File: src/rtl/rv_pkg.sv
// Shared RV32I definitions: load funct3 codes and counter CSR addresses.
package rv_pkg;

  localparam logic [2:0] LD_B  = 3'b000;
  localparam logic [2:0] LD_H  = 3'b001;
  localparam logic [2:0] LD_W  = 3'b010;
  localparam logic [2:0] LD_BU = 3'b100;
  localparam logic [2:0] LD_HU = 3'b101;

  localparam logic [11:0] CSR_INSTRET  = 12'hC02;
  localparam logic [11:0] CSR_INSTRETH = 12'hC82;

endpackage

File: src/rtl/wb_ld_align.sv
// Sub-word load extraction with sign/zero extension and misalignment detect.
// Purely combinational, no flow control.
module wb_ld_align
  import rv_pkg::*;
(
  input  logic [2:0]  code,
  input  logic [1:0]  ofs,
  input  logic [31:0] word,
  output logic [31:0] data,
  output logic        misaligned
);

  logic [7:0]  byte_sel;
  logic [15:0] half_sel;

  assign byte_sel = word[{ofs, 3'b000} +: 8];
  assign half_sel = word[{ofs[1], 4'b0000} +: 16];

  always_comb begin
    data       = '0;
    misaligned = 1'b0;
    case (code)
      LD_B:  data = {{24{byte_sel[7]}}, byte_sel};
      LD_BU: data = {24'd0, byte_sel};
      LD_H: begin
        data       = {{16{half_sel[15]}}, half_sel};
        misaligned = ofs[0];
      end
      LD_HU: begin
        data       = {16'd0, half_sel};
        misaligned = ofs[0];
      end
      LD_W: begin
        data       = word;
        misaligned = (ofs != 2'b00);
      end
      default: data = '0;
    endcase
  end

endmodule

File: src/rtl/wb_stage.sv
// Write-back stage: register-file write port (0-cycle), post-WB forward register and instret.
// Stall holds all state and suppresses writes; rst_pipe squashes the WB instruction.
module wb_stage
  import rv_pkg::*;
#(
  parameter int CNT_W = 64
) (
  input  logic             clk,
  input  logic             rst,
  input  logic             cmd_ld_wb,
  input  logic [2:0]       ld_code_wb,
  input  logic [4:0]       rd_adr_wb,
  input  logic [31:0]      rd_data_wb,
  input  logic             wbk_rd_reg_wb,
  input  logic [31:0]      ld_data_wb,
  input  logic             retire_wb,
  input  logic             stall,
  input  logic             rst_pipe,
  output logic             wbk_we,
  output logic [4:0]       wbk_adr,
  output logic [31:0]      wbk_data,
  output logic             fw_en,
  output logic [4:0]       fw_adr,
  output logic [31:0]      fw_data,
  output logic             ld_misalign,
  output logic [CNT_W-1:0] instret,
  input  logic             instret_we_lo,
  input  logic             instret_we_hi,
  input  logic [31:0]      instret_wdata
);

  logic [31:0] ld_val;
  logic        mis;
  logic        ld_mis;
  logic        adv;

  wb_ld_align u_align (
    .code       (ld_code_wb),
    .ofs        (rd_data_wb[1:0]),
    .word       (ld_data_wb),
    .data       (ld_val),
    .misaligned (mis)
  );

  assign ld_mis   = cmd_ld_wb & mis;
  assign adv      = ~stall & ~rst_pipe;
  assign wbk_adr  = rd_adr_wb;
  assign wbk_data = cmd_ld_wb ? ld_val : rd_data_wb;
  // Misaligned loads are dropped from the register file but still retire.
  assign wbk_we   = ~rst & wbk_rd_reg_wb & (rd_adr_wb != 5'd0) & adv & ~ld_mis;

  always_ff @(posedge clk) begin
    if (rst || rst_pipe) begin
      fw_en   <= 1'b0;
      fw_adr  <= '0;
      fw_data <= '0;
    end else if (!stall) begin
      fw_en   <= wbk_we;
      fw_adr  <= wbk_adr;
      fw_data <= wbk_data;
    end
  end

  always_ff @(posedge clk) begin
    if (rst) ld_misalign <= 1'b0;
    else     ld_misalign <= ld_mis & adv;
  end

  // A CSR write wins over a coincident retire; that retire is lost.
  always_ff @(posedge clk) begin
    if (rst) begin
      instret <= '0;
    end else if (instret_we_lo || instret_we_hi) begin
      if (instret_we_lo) instret[31:0]       <= instret_wdata;
      if (instret_we_hi) instret[CNT_W-1:32] <= instret_wdata[CNT_W-33:0];
    end else if (retire_wb && adv) begin
      instret <= instret + CNT_W'(1);
    end
  end

endmodule

File: config.mk
export PLATFORM = sky130hd
export DESIGN_NAME = wb_stage
export DESIGN_NICKNAME = d
export VERILOG_FILES = /design/src/rtl/rv_pkg.sv /design/src/rtl/wb_ld_align.sv /design/src/rtl/wb_stage.sv
export SDC_FILE = /design/constraint.sdc
export NUM_CORES = 1
export LEC_CHECK = 0
export ABC_AREA = 0
export ABC_CLOCK_PERIOD_IN_PS = 3700
export BUFFER_PORTS_ARGS = -buffer_cell sky130_fd_sc_hd__buf_2
export CAP_MARGIN = 25
export CORE_AREA = 2 2 94 186
export DETAILED_ROUTE_END_ITERATION = 12
export DIE_AREA = 0 0 96 188
export PLACE_DENSITY_LB_ADDON = 0.2
export RECOVER_POWER = 25
export SLEW_MARGIN = 0
export SYNTH_ARGS = -nofsm -noshare
export SYNTH_HDL_FRONTEND = slang
export SYNTH_SLANG_ARGS = --single-unit
File: constraint.sdc
create_clock -name clk -period 3.7 [get_ports clk]
set_clock_uncertainty 0.05 [all_clocks]
set_input_delay 0.74 -clock clk [delete_from_list [all_inputs] [get_ports clk]]
set_output_delay 0.74 -clock clk [all_outputs]
set_load 0.05 [all_outputs]
==> impl_results.md <==
* Status: completed
* Vias in the first global route at 8333
* Leakage at 0.00345 uW
* Detailed-route via count at 8629
* Slew HR at 6.15%
* DRT Wirelength at 32400 um
* Critical path required time at 2.91 ns
* WL/cell at 23.9 um
* Highest ir drop seen on vdd at 0.211 mV
* Clk Latency, worst-skew pair at 0.36 ns
* Layout Nets at 1261
* Synth top cells by count: 116 x nand2_1, 103 x dfxtp_1, 63 x nor2_1
* Final antenna-violating net count at 0
* First-pass GRT wire length at 48500 um
* Buf+Inv Stages, Crit Path at 3
* DRT Pass-1 Iters at 9
* Layout cell share with drive strength beyond 1 at 25.4%
* Share of the synthesized area in the top cell type at 30.1%
* Full die area at 18000 um2
* Slew at the pin with the worst max-slew slack at 1.41 ns
* Finish-stage setup viols at 0
* H-tree Lvls at 3
* Worst setup path category: input port to output port
* Overflow after GRT at 0
* Die Ht at 188 um
* Diodes inserted at 0
* CTS buffer count at 9
* Hold Buf Count CTS at 0
* Max FO, Critical Path at 10
* Max cap viols at 0
* Cell area power density at 379 nW/um2
* Slowest stage cell on the critical path: clkbuf_1
* Fmax at 307 MHz
* Placer Congestion at 1.00
* # DRC at 0
* Crit path capture type: output port
* DRT iter0 DRCs at 683
* Tightest Hold Check Type: flop to flop
* Fin crit period at 3.26 ns
* Final Max Slew Viols at 0
* Quantity of I/O buffers inserted on ports at 253
* Clock root buffer master: clkbuf_16
* CP Launch Type: input port
* Final Hold Viols at 0
* Main synth FF type: dfxtp_1
* Initial antenna violation count at 1
* Initial core utilization at 41.1%
* DR vias/cell at 6.35
* Top post-synthesis cells by area: dfxtp_1 30%, nand2_1 6.4%, o21ai_0 4.3%
* Syn. warnings at 0
* RSZ-0062 raised after global routing: false
* All-Layer GR Usage at 36.1%
* Area grow syn2layout at 26.2%
* Synth async-reset ratio at 0%
* Yosys top cell by area: dfxtp_1
* Final period utilization at 88.1%
* Yosys reg bits at 103
* Syn nets at 1033
* Synth Instances at 919
* Area post-placement at 8390 um2
* Most common cell in the netlist: nand2_1
* Core ar. at 16700 um2
* Delay-heaviest family, CP: buffers and inverters
* Clock-pin slew on the worst setup and hold paths at 0.07 ns
* HPWL Detailed at 24800 um
* Post-layout util at 51.9%
* Boundary Pins at 254
* Pin count of the biggest net entering global routing at 68
* Design Area, Final at 8650 um2
* Avg Inst Size Synth at 7.46 um2
* Cell variety after synth at 70
* CTS tree: built
* Fillers at 1754
* Post-Syn Area at 6860 um2
* Die Width at 96 um
* Clock tree buffer depth at 2
* Critical path arrival at 2.47 ns
* Crit path largest cell delay at 0.38 ns
* Post-synthesis sequential area ratio at 30.1%
* Final TNS setup at 0 ns
* # rows at 67
* Worst-path cell chain: clkbuf_1 > nor3b_1 > clkbuf_1 > o21ai_0 > a31o_2 > o21ai_0 > buf_2
* Post-CTS Setup Bufs at 0
* Post_cts resized at 0
* CTS sink cnt at 103
* Post-synth EDFFs at 0
==> cell type report <==
class	count	area, um2	share of cell area, %
inverters	30	113	1.30
multi-input cells	708	4380	50.6
repair buffers	295	1520	17.5
clock inverters	5	81.3	0.940
flip-flops and latches	103	2060	23.8
well taps	207	259	2.99
clock buffers	11	243	2.80
==> tightest hold or removal path, stage by stage (launching register included) <==
cell and delay, ns:
dfxtp_1 0.31, inv_1 0.04, a221oi_1 0.06
==> metrics by stage <==
step	setup WS, ns	power, uW	hold slack [ns]	cells
floorplan	0.447	1910	0.631	919
global placement	0.486	2220	0.406	1341
detailed placement	0.507	2220	0.407	1341
CTS	0.624	3290	0.418	1357
global route	0.346	3390	0.442	1359
finish	0.439	3280	0.419	1359
==> state kept, by name, indices dropped and copies added, names as in the netlist <==
register / count
fw_data: 32
fw_en: 1
fw_adr: 5
ld_misalign: 1
instret: 64
==> logic make-up after synthesis <==
logic type / count (synthesis) / share of synthesized area [%]
adder cells (fa/ha/maj): 1 / 0.182
buffers and inverters: 108 / 6.28
XOR/XNOR: 8 / 1.02
AO/OA/AOI/OAI: 275 / 26.5
AND/OR/NAND/NOR: 397 / 30.4
multiplexers: 27 / 5.58
flip-flops: 103 / 30.1
==> layer usage <==
layer | track usage [%] | routed length (um) | vias to the layer above | part of all wire [%]
li1 | - | - | 3951 | -
met1 | 36.3 | 10100 | 3922 | 31
met2 | 60.8 | 16100 | 580 | 50
met3 | 8.12 | 2760 | 174 | 8.5
met4 | 30.2 | 3430 | 2 | 11
met5 | 0 | 27 | - | 0.083
==> where the power goes <==
group | internal (uW) | total (uW) | leakage (uW) | switching, uW
registers | 1170 | 1280 | 0.000848 | 105
clock network | 613 | 1070 | 0.000156 | 460
logic | 251 | 927 | 0.00245 | 677
==> cells in the final DEF, fill, tap and decap left out, types with 18 or more instances in the layout <==
| cell type | n |
|---|---|
| buf_4 | 36 |
| or4_1 | 19 |
| nor3_1 | 26 |
| nor2_1 | 62 |
| buf_2 | 206 |
| clkbuf_1 | 52 |
| o21ai_0 | 59 |
| a31oi_1 | 33 |
| nand3_1 | 43 |
| a21oi_1 | 52 |
| dfxtp_1 | 103 |
| nand4_1 | 41 |
| mux2i_1 | 18 |
| nand2_1 | 116 |
| inv_1 | 29 |
| a22oi_1 | 32 |
==> final timing paths <==
kind,startpoint,to,slack (ns),cells after the start
min,fw_data[9],fw_data[9],0.42,2
max,ld_code_wb[1],wbk_data[8],0.44,7
min reg2reg,fw_data[9],fw_data[9],0.42,2
max reg2reg,instret[29],instret[32],0.56,5
Power figures use the tool's default switching activity.
